**src/rtl/h80cpu_uart_io_pkg.sv**
```systemverilog
// h80cpu I/O bus types plus UART register map and STATUS bit positions.
package h80cpu_uart_io_pkg;

    localparam int BUS_ADDR_W = 16;
    localparam int BUS_DATA_W = 16;

    typedef logic [BUS_ADDR_W-1:0] bus_addr_t;
    typedef logic [BUS_DATA_W-1:0] bus_data_t;

    typedef enum logic {
        bus_cmd_read_b  = 1'b0,
        bus_cmd_write_b = 1'b1
    } bus_cmd_t;

    // Register offsets relative to the peripheral base address
    localparam bus_addr_t UART_REG_DATA   = 16'd0;
    localparam bus_addr_t UART_REG_STATUS = 16'd1;
    localparam bus_addr_t UART_REG_DIV    = 16'd2;
    localparam bus_addr_t UART_REG_CTRL   = 16'd3;

    // STATUS register bit positions
    localparam int UART_ST_TX_FULL   = 0;
    localparam int UART_ST_TX_EMPTY  = 1;
    localparam int UART_ST_RX_VALID  = 2;
    localparam int UART_ST_RX_OVRN   = 3;
    localparam int UART_ST_RX_FRMERR = 4;
    localparam int UART_ST_TX_IDLE   = 5;

    typedef enum logic [1:0] {
        TXS_IDLE  = 2'd0,
        TXS_START = 2'd1,
        TXS_DATA  = 2'd2,
        TXS_STOP  = 2'd3
    } tx_state_t;

    typedef enum logic [1:0] {
        RXS_IDLE  = 2'd0,
        RXS_START = 2'd1,
        RXS_DATA  = 2'd2,
        RXS_STOP  = 2'd3
    } rx_state_t;

    // A divisor below 2 cannot produce a half-bit sample point, so clamp it
    function automatic logic [15:0] uart_div_sanitize(input logic [15:0] v);
        return (v < 16'd2) ? 16'd2 : v;
    endfunction

endpackage

```
**src/rtl/h80cpu_io_fifo.sv**
```systemverilog
// Synchronous first-word-fall-through FIFO; push into a full FIFO is taken
// only when a pop happens in the same cycle.
module h80cpu_io_fifo #(
    parameter int WIDTH = 8,
    parameter int DEPTH = 16
) (
    input  logic                     clk,
    input  logic                     reset,
    input  logic                     push,
    input  logic                     pop,
    input  logic [WIDTH-1:0]         wdata,
    output logic [WIDTH-1:0]         rdata,
    output logic                     full,
    output logic                     empty,
    output logic [$clog2(DEPTH):0]   count
);
    localparam int AW = $clog2(DEPTH);
    localparam logic [AW:0] FULL_CNT = (AW+1)'(DEPTH);

    logic [WIDTH-1:0] r_mem [DEPTH];
    logic [AW-1:0]    r_wptr;
    logic [AW-1:0]    r_rptr;
    logic [AW:0]      r_count;
    logic             w_do_push;
    logic             w_do_pop;

    assign w_do_pop  = pop & (r_count != '0);
    assign w_do_push = push & ((r_count != FULL_CNT) | w_do_pop);

    assign rdata = r_mem[r_rptr];
    assign full  = (r_count == FULL_CNT);
    assign empty = (r_count == '0);
    assign count = r_count;

    // Storage write; contents need no reset since count guards every read
    always_ff @(posedge clk) begin
        if (w_do_push) begin
            r_mem[r_wptr] <= wdata;
        end
    end

    // Pointer and occupancy tracking; pointers wrap naturally at power-of-two depth
    always_ff @(posedge clk) begin
        if (reset) begin
            r_wptr  <= '0;
            r_rptr  <= '0;
            r_count <= '0;
        end else begin
            if (w_do_push) r_wptr <= r_wptr + 1'b1;
            if (w_do_pop)  r_rptr <= r_rptr + 1'b1;
            if (w_do_push && !w_do_pop)      r_count <= r_count + 1'b1;
            else if (w_do_pop && !w_do_push) r_count <= r_count - 1'b1;
        end
    end

endmodule

```
**src/rtl/h80cpu_uart_io.sv**
```systemverilog
// h80cpu_uart_io: memory-mapped UART with TX/RX FIFOs, run/done bus handshake,
// programmable bit divisor and a registered level interrupt.
//
//   state      | meaning
//   TXS_IDLE   | line high, waiting for a byte in the TX FIFO
//   TXS_START  | driving the start bit (0) for DIV clocks
//   TXS_DATA   | shifting 8 data bits LSB first
//   TXS_STOP   | driving the stop bit (1); may chain straight into the next START
//   RXS_IDLE   | waiting for a 1->0 edge on the synchronised input
//   RXS_START  | half-bit wait, then confirm the start bit is still low
//   RXS_DATA   | sampling 8 data bits at bit centres
//   RXS_STOP   | sampling the stop bit; low means framing error
module h80cpu_uart_io
    import h80cpu_uart_io_pkg::*;
#(
    parameter int unsigned CLK_FREQ  = 50000000,
    parameter int unsigned BAUD      = 115200,
    parameter int unsigned TX_DEPTH  = 16,
    parameter int unsigned RX_DEPTH  = 16,
    parameter bus_addr_t   BASE_ADDR = 16'h0000
) (
    input  logic      clk,
    input  logic      reset,
    input  bus_addr_t addr,
    input  bus_cmd_t  cmd,
    input  logic      run,
    input  bus_data_t wr_data,
    output bus_data_t rd_data,
    output logic      done,
    input  logic      uart_rxp,
    output logic      uart_txp,
    output logic      irq
);
    localparam int TXC_W = $clog2(TX_DEPTH) + 1;
    localparam int RXC_W = $clog2(RX_DEPTH) + 1;
    localparam logic [15:0] DIV_RESET = uart_div_sanitize(16'(CLK_FREQ / BAUD));

    logic        r_done;
    bus_data_t   r_rd_data;
    logic [15:0] r_div;
    logic [1:0]  r_ctrl;
    logic        r_overrun;
    logic        r_frame_err;
    logic        r_irq;

    logic             w_tx_push, w_tx_pop, w_tx_full, w_tx_empty;
    logic [7:0]       w_tx_rdata;
    logic [TXC_W-1:0] w_tx_count;
    logic             w_rx_push, w_rx_pop, w_rx_full, w_rx_empty;
    logic [7:0]       w_rx_rdata;
    logic [RXC_W-1:0] w_rx_count;
    logic             w_unused_rx_count;

    bus_addr_t w_off;
    logic      w_req, w_wr, w_stall, w_accept, w_st_read;
    logic      w_sel_data, w_sel_status, w_sel_div, w_sel_ctrl;
    bus_data_t w_status, w_rd_val;
    logic      w_ov_set, w_fe_set, w_tx_idle;

    tx_state_t   r_tx_state, w_tx_state_nx;
    logic [15:0] r_tx_cnt, r_tx_div;
    logic [7:0]  r_tx_shift;
    logic [2:0]  r_tx_bit;
    logic        r_txp;
    logic        w_tx_start, w_tx_bit_end;

    rx_state_t   r_rx_state, w_rx_state_nx;
    logic        r_rx_s1, r_rx_s2, r_rx_prev;
    logic [15:0] r_rx_cnt, r_rx_div;
    logic [7:0]  r_rx_shift;
    logic [2:0]  r_rx_bit;
    logic        w_rx_start, w_rx_bit_end, w_rx_stop_end;

    h80cpu_io_fifo #(.WIDTH(8), .DEPTH(TX_DEPTH)) u_tx_fifo (
        .clk(clk), .reset(reset), .push(w_tx_push), .pop(w_tx_pop), .wdata(wr_data[7:0]),
        .rdata(w_tx_rdata), .full(w_tx_full), .empty(w_tx_empty), .count(w_tx_count)
    );

    h80cpu_io_fifo #(.WIDTH(8), .DEPTH(RX_DEPTH)) u_rx_fifo (
        .clk(clk), .reset(reset), .push(w_rx_push), .pop(w_rx_pop), .wdata(r_rx_shift),
        .rdata(w_rx_rdata), .full(w_rx_full), .empty(w_rx_empty), .count(w_rx_count)
    );

    assign w_unused_rx_count = ^w_rx_count;

    // ---------------- bus decode ----------------
    assign w_off        = addr - BASE_ADDR;
    assign w_req        = run ^ r_done;
    assign w_wr         = (cmd == bus_cmd_write_b);
    assign w_sel_data   = (w_off == UART_REG_DATA);
    assign w_sel_status = (w_off == UART_REG_STATUS);
    assign w_sel_div    = (w_off == UART_REG_DIV);
    assign w_sel_ctrl   = (w_off == UART_REG_CTRL);
    // Stall on count rather than full so a same-cycle pop does not release early
    assign w_stall      = w_req & w_wr & w_sel_data & (w_tx_count == TXC_W'(TX_DEPTH));
    assign w_accept     = w_req & ~w_stall;
    assign w_tx_push    = w_accept & w_wr & w_sel_data;
    assign w_rx_pop     = w_accept & ~w_wr & w_sel_data & ~w_rx_empty;
    assign w_st_read    = w_accept & ~w_wr & w_sel_status;
    assign w_tx_idle    = w_tx_empty & (r_tx_state == TXS_IDLE);

    // Assemble STATUS from live FIFO/FSM state and sticky flags
    always_comb begin
        w_status = '0;
        w_status[UART_ST_TX_FULL]   = w_tx_full;
        w_status[UART_ST_TX_EMPTY]  = w_tx_empty;
        w_status[UART_ST_RX_VALID]  = ~w_rx_empty;
        w_status[UART_ST_RX_OVRN]   = r_overrun;
        w_status[UART_ST_RX_FRMERR] = r_frame_err;
        w_status[UART_ST_TX_IDLE]   = w_tx_idle;
    end

    // Read data mux; unmapped offsets and an empty RX FIFO read as zero
    always_comb begin
        w_rd_val = '0;
        if (w_sel_data && !w_rx_empty) w_rd_val = bus_data_t'(w_rx_rdata);
        else if (w_sel_status)         w_rd_val = w_status;
        else if (w_sel_div)            w_rd_val = bus_data_t'(r_div);
        else if (w_sel_ctrl)           w_rd_val = bus_data_t'(r_ctrl);
    end

    // Bus completion, read data capture and writable registers
    always_ff @(posedge clk) begin
        if (reset) begin
            r_done    <= 1'b0;
            r_rd_data <= '0;
            r_div     <= DIV_RESET;
            r_ctrl    <= '0;
        end else if (w_accept) begin
            r_done <= ~r_done;
            if (w_wr) begin
                if (w_sel_div)  r_div  <= uart_div_sanitize(wr_data[15:0]);
                if (w_sel_ctrl) r_ctrl <= wr_data[1:0];
            end else begin
                r_rd_data <= w_rd_val;
            end
        end
    end

    // Sticky error flags (set beats a same-cycle STATUS read) and registered irq
    always_ff @(posedge clk) begin
        if (reset) begin
            r_overrun   <= 1'b0;
            r_frame_err <= 1'b0;
            r_irq       <= 1'b0;
        end else begin
            r_overrun   <= w_ov_set | (r_overrun & ~w_st_read);
            r_frame_err <= w_fe_set | (r_frame_err & ~w_st_read);
            r_irq       <= (~w_rx_empty & r_ctrl[0]) | (w_tx_empty & r_ctrl[1]);
        end
    end

    // ---------------- transmitter ----------------
    // TX state register
    always_ff @(posedge clk) begin
        if (reset) r_tx_state <= TXS_IDLE;
        else       r_tx_state <= w_tx_state_nx;
    end

    // TX next-state; a stop bit ending with data queued goes straight to START
    always_comb begin
        w_tx_state_nx = r_tx_state;
        w_tx_pop      = 1'b0;
        w_tx_start    = 1'b0;
        w_tx_bit_end  = (r_tx_cnt == '0);
        case (r_tx_state)
            TXS_IDLE: begin
                if (!w_tx_empty) begin
                    w_tx_pop      = 1'b1;
                    w_tx_start    = 1'b1;
                    w_tx_state_nx = TXS_START;
                end
            end
            TXS_START: if (w_tx_bit_end) w_tx_state_nx = TXS_DATA;
            TXS_DATA:  if (w_tx_bit_end && r_tx_bit == 3'd7) w_tx_state_nx = TXS_STOP;
            TXS_STOP: begin
                if (w_tx_bit_end) begin
                    if (!w_tx_empty) begin
                        w_tx_pop      = 1'b1;
                        w_tx_start    = 1'b1;
                        w_tx_state_nx = TXS_START;
                    end else begin
                        w_tx_state_nx = TXS_IDLE;
                    end
                end
            end
            default: w_tx_state_nx = TXS_IDLE;
        endcase
    end

    // TX bit timer, shifter and line driver; divisor latched per frame
    always_ff @(posedge clk) begin
        if (reset) begin
            r_tx_cnt   <= '0;
            r_tx_div   <= DIV_RESET;
            r_tx_shift <= '0;
            r_tx_bit   <= '0;
            r_txp      <= 1'b1;
        end else if (w_tx_start) begin
            r_tx_div   <= r_div;
            r_tx_cnt   <= r_div - 16'd1;
            r_tx_shift <= w_tx_rdata;
            r_tx_bit   <= '0;
            r_txp      <= 1'b0;
        end else if (r_tx_state != TXS_IDLE) begin
            if (w_tx_bit_end) begin
                r_tx_cnt <= r_tx_div - 16'd1;
                if (r_tx_state == TXS_START) begin
                    r_txp      <= r_tx_shift[0];
                    r_tx_shift <= {1'b0, r_tx_shift[7:1]};
                end else if (r_tx_state == TXS_DATA) begin
                    if (r_tx_bit == 3'd7) begin
                        r_txp <= 1'b1;
                    end else begin
                        r_txp      <= r_tx_shift[0];
                        r_tx_shift <= {1'b0, r_tx_shift[7:1]};
                        r_tx_bit   <= r_tx_bit + 3'd1;
                    end
                end
            end else begin
                r_tx_cnt <= r_tx_cnt - 16'd1;
            end
        end
    end

    // ---------------- receiver ----------------
    assign w_rx_push = w_rx_stop_end & r_rx_s2 & ~w_rx_full;
    assign w_ov_set  = w_rx_stop_end & r_rx_s2 & w_rx_full;
    assign w_fe_set  = w_rx_stop_end & ~r_rx_s2;

    // Input synchroniser plus one delayed copy for falling-edge detection
    always_ff @(posedge clk) begin
        if (reset) begin
            r_rx_s1   <= 1'b1;
            r_rx_s2   <= 1'b1;
            r_rx_prev <= 1'b1;
        end else begin
            r_rx_s1   <= uart_rxp;
            r_rx_s2   <= r_rx_s1;
            r_rx_prev <= r_rx_s2;
        end
    end

    // RX state register
    always_ff @(posedge clk) begin
        if (reset) r_rx_state <= RXS_IDLE;
        else       r_rx_state <= w_rx_state_nx;
    end

    // RX next-state; a start bit that is high again at mid-bit is a glitch
    always_comb begin
        w_rx_state_nx = r_rx_state;
        w_rx_start    = 1'b0;
        w_rx_stop_end = 1'b0;
        w_rx_bit_end  = (r_rx_cnt == '0);
        case (r_rx_state)
            RXS_IDLE: begin
                if (r_rx_prev && !r_rx_s2) begin
                    w_rx_start    = 1'b1;
                    w_rx_state_nx = RXS_START;
                end
            end
            RXS_START: if (w_rx_bit_end) w_rx_state_nx = r_rx_s2 ? RXS_IDLE : RXS_DATA;
            RXS_DATA:  if (w_rx_bit_end && r_rx_bit == 3'd7) w_rx_state_nx = RXS_STOP;
            RXS_STOP: begin
                if (w_rx_bit_end) begin
                    w_rx_stop_end = 1'b1;
                    w_rx_state_nx = RXS_IDLE;
                end
            end
            default: w_rx_state_nx = RXS_IDLE;
        endcase
    end

    // RX bit timer and shifter; first wait is half a bit to land mid-bit
    always_ff @(posedge clk) begin
        if (reset) begin
            r_rx_cnt   <= '0;
            r_rx_div   <= DIV_RESET;
            r_rx_shift <= '0;
            r_rx_bit   <= '0;
        end else if (w_rx_start) begin
            r_rx_div <= r_div;
            r_rx_cnt <= (r_div >> 1) - 16'd1;
            r_rx_bit <= '0;
        end else if (r_rx_state != RXS_IDLE) begin
            if (w_rx_bit_end) begin
                r_rx_cnt <= r_rx_div - 16'd1;
                if (r_rx_state == RXS_DATA) begin
                    r_rx_shift <= {r_rx_s2, r_rx_shift[7:1]};
                    r_rx_bit   <= r_rx_bit + 3'd1;
                end
            end else begin
                r_rx_cnt <= r_rx_cnt - 16'd1;
            end
        end
    end

    assign rd_data  = r_rd_data;
    assign done     = r_done;
    assign uart_txp = r_txp;
    assign irq      = r_irq;

endmodule

```
**config.mk**
```make
export PLATFORM = sky130hd
export DESIGN_NAME = h80cpu_uart_io
export DESIGN_NICKNAME = d
export VERILOG_FILES = /design/src/rtl/h80cpu_uart_io_pkg.sv /design/src/rtl/h80cpu_io_fifo.sv /design/src/rtl/h80cpu_uart_io.sv
export SDC_FILE = /design/constraint.sdc
export NUM_CORES = 1
export LEC_CHECK = 0
export BUFFER_PORTS_ARGS = -buffer_cell sky130_fd_sc_hd__clkbuf_2
export CAP_MARGIN = 30
export CORE_ASPECT_RATIO = 0.9
export CORE_MARGIN = 10
export CORE_UTILIZATION = 58
export CTS_BUF_LIST = sky130_fd_sc_hd__clkbuf_8
export CTS_CLUSTER_DIAMETER = 30
export DETAILED_ROUTE_END_ITERATION = 6
export PLACE_DENSITY = 0.78
export SYNTH_ARGS = -nofsm -noshare
export SYNTH_HDL_FRONTEND = slang
export SYNTH_SLANG_ARGS = --single-unit
export TNS_END_PERCENT = 100
```
**constraint.sdc**
```tcl
create_clock -name clk -period 3.4 [get_ports clk]
set_input_delay 0.51 -clock clk [delete_from_list [all_inputs] [get_ports clk]]
set_output_delay 0.51 -clock clk [all_outputs]
set_load 0.02 [all_outputs]
```
==> flow_metrics.py, run 1 <==
metrics = {
    "synth": {
        "yosysUniqueCellTypes": 72,
        "syn_area_per_cell_um2": 13.08,
        "synth_top_family_by_area": "multiplexers",
        "synth_edf_count": 256,
        "synthMuxAreaShare": 0.1175,
        "synth_nets": 1438,
        "synth-compound-area-share": 0.08806,
        "synth.ff_latch_count": 422,
        "seq_area_frac_synth": 0.6145,
        "synth_ff_type": "edfxtp_1",
        "ys_warn_count": 0,
        "synth-async-reset-ratio": 0,
        "synthAdderAreaFrac": 0.02249,
        "synthSimpleGateAreaFrac": 0.1147,
        "synth-xor-area-share": 0.01858,
        "synthCells": 1370,
        "syn-cell-area_um2": 17920,
    },
    "timing": {
        "max_slew.worst_pin.slew_ps": 1044,
        "setup_viol": 0,
        "fin_crit_sh": 0.9694,
        "skew_ps": 26.70,
        "fmax_mhz": 303.4,
        "post-route-min-period_ps": 3296,
        "max_slew_margin": 0.3040,
        "slew_violations": 0,
        "whs_ps": 101.9,
        "finalHoldViolations": 0,
    },
    "hold_path": {
        "hold_start": "uart_rxp",
        "hold_class": "input pin to flop",
        "holdPathEnd": "r_rx_s1",
        "min_path_cells": 2,
    },
    "grt": {
        "met1_usage": 0.2927,
        "grt_usage": 0.2186,
        "busiest_layer": "met2",
        "grt_pass1_vias": 11912,
        "use_met3": 0.04567,
        "grt_pass1_wl_um": 65780,
        "globalRouteMet2Util": 0.3438,
        "gr-total-overflow": 0,
        "grt_max_degree": 54,
        "antenna_found_initial": 0,
    },
    "floorplanning": {
        "die_area_um2": 38330,
        "start_util": 0.5937,
        "floorplan.die.width_um": 205.3,
        "core_area_um2": 30180,
        "rows": 60,
        "num_io_pins": 56,
        "die_h_um": 186.7,
    },
    "power": {
        "p_leak_nw": 7.222,
        "cellPowerDensity_nw_per_um2": 738.7,
        "vdd_ir_drop_max_v": 0.0006114,
    },
    "drt": {
        "vias": 11936,
        "viasPerCell": 6.108,
        "wire_per_inst_um": 21.80,
        "ant_nets": 0,
        "drt_pre_antenna_iters": 6,
        "drtIter0Drc": 1180,
        "wl_um": 42600,
        "drc": 0,
    },
    "cells_and_area": {
        "multi_input_area_um2": 6540,
        "n_antenna_cell": 0,
        "n_fill_cell": 2060,
        "final_util": 0.6846,
        "regArea_um2": 11010,
        "fin_nets": 1556,
        "area_growth_pct": 15.31,
        "final_cell_area_um2": 20660,
        "drive_gt1_frac": 0.2308,
    },
    "setup_path": {
        "reg2reg_slack_ps": 100,
        "worst_ep_required_time_ps": 3920,
        "cp-start-kind": "flop",
        "r2r_end": "u_rx_fifo.count[4]",
        "path_max_fanout": 4,
        "worstSetupPathType": "flop to flop",
        "crit_path_end_kind": "flop",
        "rr_startpoint": "r_rx_cnt[6]",
        "reg2reg_depth": 12,
        "worst_ep_arrival_time_ps": 3820,
    },
    "clock_network": {
        "clk_pin_slew_worst_paths_ps": 60,
        "cts_sinks": 422,
        "insertion_delay_ps": 610,
        "ctsLongestPathBuffers": 3,
        "cts_max_level": 3,
        "cts_tree": "done",
        "cts-root-buf": "clkbuf_8",
        "cts-buffers-inserted": 79,
    },
    "placed_design": {
        "routabilityCongestion": 0.8900,
        "dp_hpwl_um": 27860,
        "io_buffers": 55,
        "postPlaceCellArea_um2": 18820,
    },
    "flow_run": {
        "maxCapViolations": 0,
    },
    "outcome": {
        "status": "finished clean",
    },
}
power breakdown:
group	leakage (nW)	switching [W]	total (W)	internal, W
clock	0.937	0.00218	0.00538	0.00320
sequential	3.69	0.000210	0.00584	0.00564
combinational	2.60	0.00240	0.00403	0.00163
total	7.22	0.00480	0.0153	0.0105
layout make-up:
| class | instances | share of cell area |
|---|---|---|
| sequential | 422 | 0.5331 |
| multi-input combinational | 846 | 0.3166 |
| clock buffer | 89 | 0.05929 |
| timing repair buffer | 117 | 0.03616 |
| clock inverter | 55 | 0.02653 |
| tap | 403 | 0.02441 |
| inverter | 22 | 0.003997 |
logic make-up after synthesis:
kind of cell               Yosys count
and+or+nand+nor                    434
DFF                                422
AOI/OAI and AO/OA                  232
muxes                              110
buffers and inverters              103
xor gates and xnor gates            38
adders and majority gates           31
how the worst max path moves through the flow:
stage / start / end / cells after the start
6_report: r_rx_cnt[6] / u_rx_fifo.count[4] / 12
5_1_grt: r_tx_state[0] / u_tx_fifo.count[4] / 15
4_1_cts: r_rx_cnt[7] / u_rx_fifo.count[4] / 12
3_5_place_dp: addr[10] / u_rx_fifo.count[4] / 14
3_3_place_gp: addr[10] / u_rx_fifo.count[4] / 14
2_1_floorplan: r_rx_cnt[6] / u_rx_fifo.count[4] / 14
per-stage QoR:
stage                     TNS, ps  setup slack [ps]  total power (W)  instances
after floorplan                 0             23.90         0.008885       1370
after global placement          0             99.01         0.009678       1807
after detailed placement   -33.26            -33.26         0.009773       1807
after CTS                       0             40.56          0.01516       1951
after global routing       -27.25            -15.69          0.01598       1954
final                           0             104.0          0.01526       1954
Yosys cell counts, drive strengths merged (21+ instances only):
cell type | number | share of area
edfxtp | 256 | 0.43
nand2 | 141 | 0.030
buf | 25 | 0.0078
mux4 | 80 | 0.10
a21oi | 79 | 0.023
nand3 | 28 | 0.0078
ha | 29 | 0.020
mux2i | 28 | 0.016
xor2 | 21 | 0.010
dfxtp | 166 | 0.19
o21ai | 41 | 0.011
clkbuf | 56 | 0.012
nor2 | 134 | 0.028
inv | 22 | 0.0046
nor3 | 26 | 0.0073
per-layer routing:
layer / part of all wire / vias up
met5: 0 / -
met4: 0.032 / 0
met3: 0.075 / 104
met2: 0.48 / 517
met1: 0.41 / 5885
li1: - / 5430
sequential cells by signal, indices dropped and copies added (netlist names), 16 cells and up, named ones only:
| name | count |
|---|---|
| r_tx_div | 16 |
| r_div | 16 |
| rd_data | 16 |
| u_tx_fifo.r_mem | 128 |
| r_rx_div | 16 |
| r_rx_cnt | 16 |
| u_rx_fifo.r_mem | 128 |
| r_tx_cnt | 16 |
layout by cell type (no fill, tap or decap), drive strengths merged, types with 12 or more instances in the layout:
cell type  count
a311oi        18
nand3         28
ha            29
buf           63
nor3          26
a21oi         79
nor2         134
a22oi         14
edfxtp       256
nand2        141
clkbuf       143
nor4          17
mux2i         28
inv           36
nand4         12
dfxtp        166
o21ai         41
xnor2         17
and2          18
xor2          21
mux4          80
a211oi        18
clkinv        25
critical path, stage by stage, from the launching register on:
cell and delay [ps]:
dfxtp_1 330, or4_4 550, and4b_1 320, nand4_1 200, a21oi_4 190, ha_2 210
inv_1 110, fa_2 420, a21o_1 200, a21oi_2 160, xnor2_1 90, or3_1 310
a21oi_1 140
repair_timing:
item | CTS | global route
setup buffers | 0 | 2
cloned | 0 | 1
gates resized for setup | 1 | 7
endpoints found under the setup margin | 1 | 6
pin swaps | 0 | 1
hold buffers | 0 | 0
Power figures use the tool's default switching activity.
==> run 2: changes to the inputs <==
GPL_TIMING_DRIVEN = 0   (was unset)
==> run 2 against run 1 <==
  * Via count up 3.8%
  * Clock skew up 4.7 ps
  * Sequential cell count unchanged
  * Count of clock-buffer cells in the layout unchanged
  * Highest routed layer unchanged
==> flow_metrics.py, run 2 (synthesized netlist as in run 1, its figures left out) <==
metrics = {
    "clock_network": {
        "cts_sinks": 422,
        "ctsLongestPathBuffers": 3,
        "cts_hold_buf": 0,
        "cts-buffers-inserted": 80,
        "clk_pin_slew_worst_paths_ps": 60,
        "cts_tree": "done",
        "cts-root-buf": "clkbuf_8",
        "insertion_delay_ps": 620,
        "cts_max_level": 3,
    },
    "placed_design": {
        "dp_hpwl_um": 30540,
        "place_inst": 1831,
        "postPlaceCellArea_um2": 18740,
        "routabilityCongestion": 0.9393,
        "io_buffers": 54,
    },
    "setup_path": {
        "reg2reg_depth": 14,
        "worstSetupPathType": "flop to flop",
        "slowest_stage": "nor4_4",
        "cp-start-kind": "flop",
        "reg2reg_slack_ps": 20,
        "cp_top_family": "simple AND/OR/NAND/NOR gates",
        "path_buf_inv": 5,
        "rr_startpoint": "r_tx_cnt[6]",
        "worst_ep_arrival_time_ps": 3910,
        "critPathLaunch": "r_tx_cnt[6]",
        "worst_ep_required_time_ps": 3920,
        "max_stage_delay_ps": 620,
        "crit_chain": "nor4_4 -> a31o_4 -> inv_4 -> buf_6 -> clkbuf_8 -> buf_8 -> ha_4 -> fa_2 -> inv_1 -> a21o_1 -> a21oi_1 -> xnor2_1 -> or3_1 -> a21oi_2",
        "r2r_end": "u_tx_fifo.count[4]",
        "crit_path_end_kind": "flop",
        "path_max_fanout": 10,
    },
    "drt": {
        "drc": 0,
        "drt_pre_antenna_iters": 7,
        "drtIter0Drc": 1340,
        "vias": 12384,
        "ant_nets": 0,
        "wire_per_inst_um": 22.75,
        "viasPerCell": 6.204,
        "wl_um": 45420,
    },
    "grt": {
        "gr-total-overflow": 0,
        "grt_pass1_vias": 12223,
        "globalRouteMet2Util": 0.3702,
        "grt_max_degree": 20,
        "use_met3": 0.04584,
        "met1_usage": 0.3140,
        "grt_usage": 0.2341,
        "antenna_found_initial": 1,
        "busiest_layer": "met2",
        "grt_pass1_wl_um": 70530,
    },
    "cells_and_area": {
        "final_util": 0.6956,
        "final_common_cell": "edfxtp_1",
        "final_cell_mix": "edfxtp_1 (256), dfxtp_1 (163), nand2_1 (138), nor2_1 (133), clkbuf_8 (90)",
        "top_regs": "u_rx_fifo.r_mem (128), u_tx_fifo.r_mem (128)",
        "n_fill_cell": 2023,
        "drive_gt1_frac": 0.2362,
        "instances_no_fill": 1996,
        "fin_nets": 1592,
        "final_cell_area_um2": 20990,
        "area_growth_pct": 17.17,
    },
    "hold_path": {
        "min_path_cells": 2,
        "hold_start": "uart_rxp",
        "hold_class": "input pin to flop",
        "holdPathEnd": "r_rx_s1",
    },
    "floorplanning": {
        "num_io_pins": 56,
        "rows": 60,
        "floorplan.die.width_um": 205.3,
        "start_util": 0.5937,
        "core_area_um2": 30180,
        "die_area_um2": 38330,
        "die_h_um": 186.7,
    },
    "timing": {
        "skew_ps": 31.44,
        "slew_violations": 0,
        "post-route-min-period_ps": 3383,
        "max_slew_margin": 0.3551,
        "max_slew.worst_pin.slew_ps": 967.3,
        "fmax_mhz": 295.6,
        "setup_viol": 0,
        "finalHoldViolations": 0,
        "whs_ps": 102.5,
        "fin_crit_sh": 0.9951,
    },
    "power": {
        "p_leak_nw": 7.282,
        "power.total_w": 0.01612,
        "vdd_ir_drop_max_v": 0.0005117,
        "cellPowerDensity_nw_per_um2": 767.7,
    },
    "outcome": {
        "status": "finished clean",
    },
    "flow_run": {
        "maxCapViolations": 0,
    },
}
-- run 2: cell types whose count changed in the layout (fill, tap and decap cells not counted), moves of 6 or more --
cell	delta
clkinv_1	-7
ha_4	+6
buf_6	+6
buf_1	+6
buf_2	+9
clkinv_2	+6
clkbuf_1	+48
buf_4	-40
-- run 2: power by group --
part           switching (W)  internal (W)
clock network        0.00230       0.00339
registers           0.000233       0.00564
logic                0.00269       0.00187
-- run 2: worst max-delay path by stage --
| stage | depth (start not counted) | slack [ps] | endpoint |
|---|---|---|---|
| 2_1_floorplan | 14 | 20 | u_rx_fifo.count[4] |
| 3_3_place_gp | 12 | -630 | r_rx_cnt[10] |
| 3_5_place_dp | 12 | -700 | r_rx_cnt[10] |
| 4_1_cts | 16 | 30 | u_tx_fifo.count[4] |
| 5_1_grt | 14 | -110 | u_tx_fifo.count[4] |
| 6_report | 14 | 20 | u_tx_fifo.count[4] |
-- run 2: metal layers --
layer,vias to the layer above,share of wire
met1,6134,0.41
met5,-,0
met3,111,0.082
met4,0,0.032
met2,633,0.48
li1,5506,-
-- run 2: final cells by class --
type | instances | area (um^2) | area share
clock inverter | 61 | 654.4 | 0.03117
multi-input combinational | 845 | 6683 | 0.3183
sequential | 422 | 11020 | 0.5248
antenna | 1 | 2.502 | 0.0001192
buffer | 76 | 386.6 | 0.01842
inverter | 22 | 85.08 | 0.004053
timing repair buffer | 77 | 436.7 | 0.02080
tap | 403 | 504.2 | 0.02402
clock buffer | 89 | 1225 | 0.05835
-- run 2: timing repair --
| action | CTS | global route |
|---|---|---|
| endpoints found under the setup margin | 20 | 20 |
| endpoints found under the hold margin | 0 | 0 |
| gates resized for setup | 30 | 27 |
| pin swaps | 2 | 10 |
| setup buffers | 5 | 14 |
-- run 2: worst register-to-register path, stage by stage, from the launching register on --
cell and delay [ps]:
dfxtp_1 360, nor4_4 620, a31o_4 290, inv_4 60
buf_6 120, clkbuf_8 160, buf_8 160, ha_4 180
fa_2 390, inv_1 80, a21o_1 130, a21oi_1 90
xnor2_1 140, or3_1 350, a21oi_2 160
-- run 2: metrics by stage --
stage,setup WS [ps],setup TNS [ps]
after floorplan,23.90,0
after global placement,-632.2,-16730
after detailed placement,-702.7,-14370
after CTS,27.58,0
after global routing,-113.1,-325.4
final,16.78,0
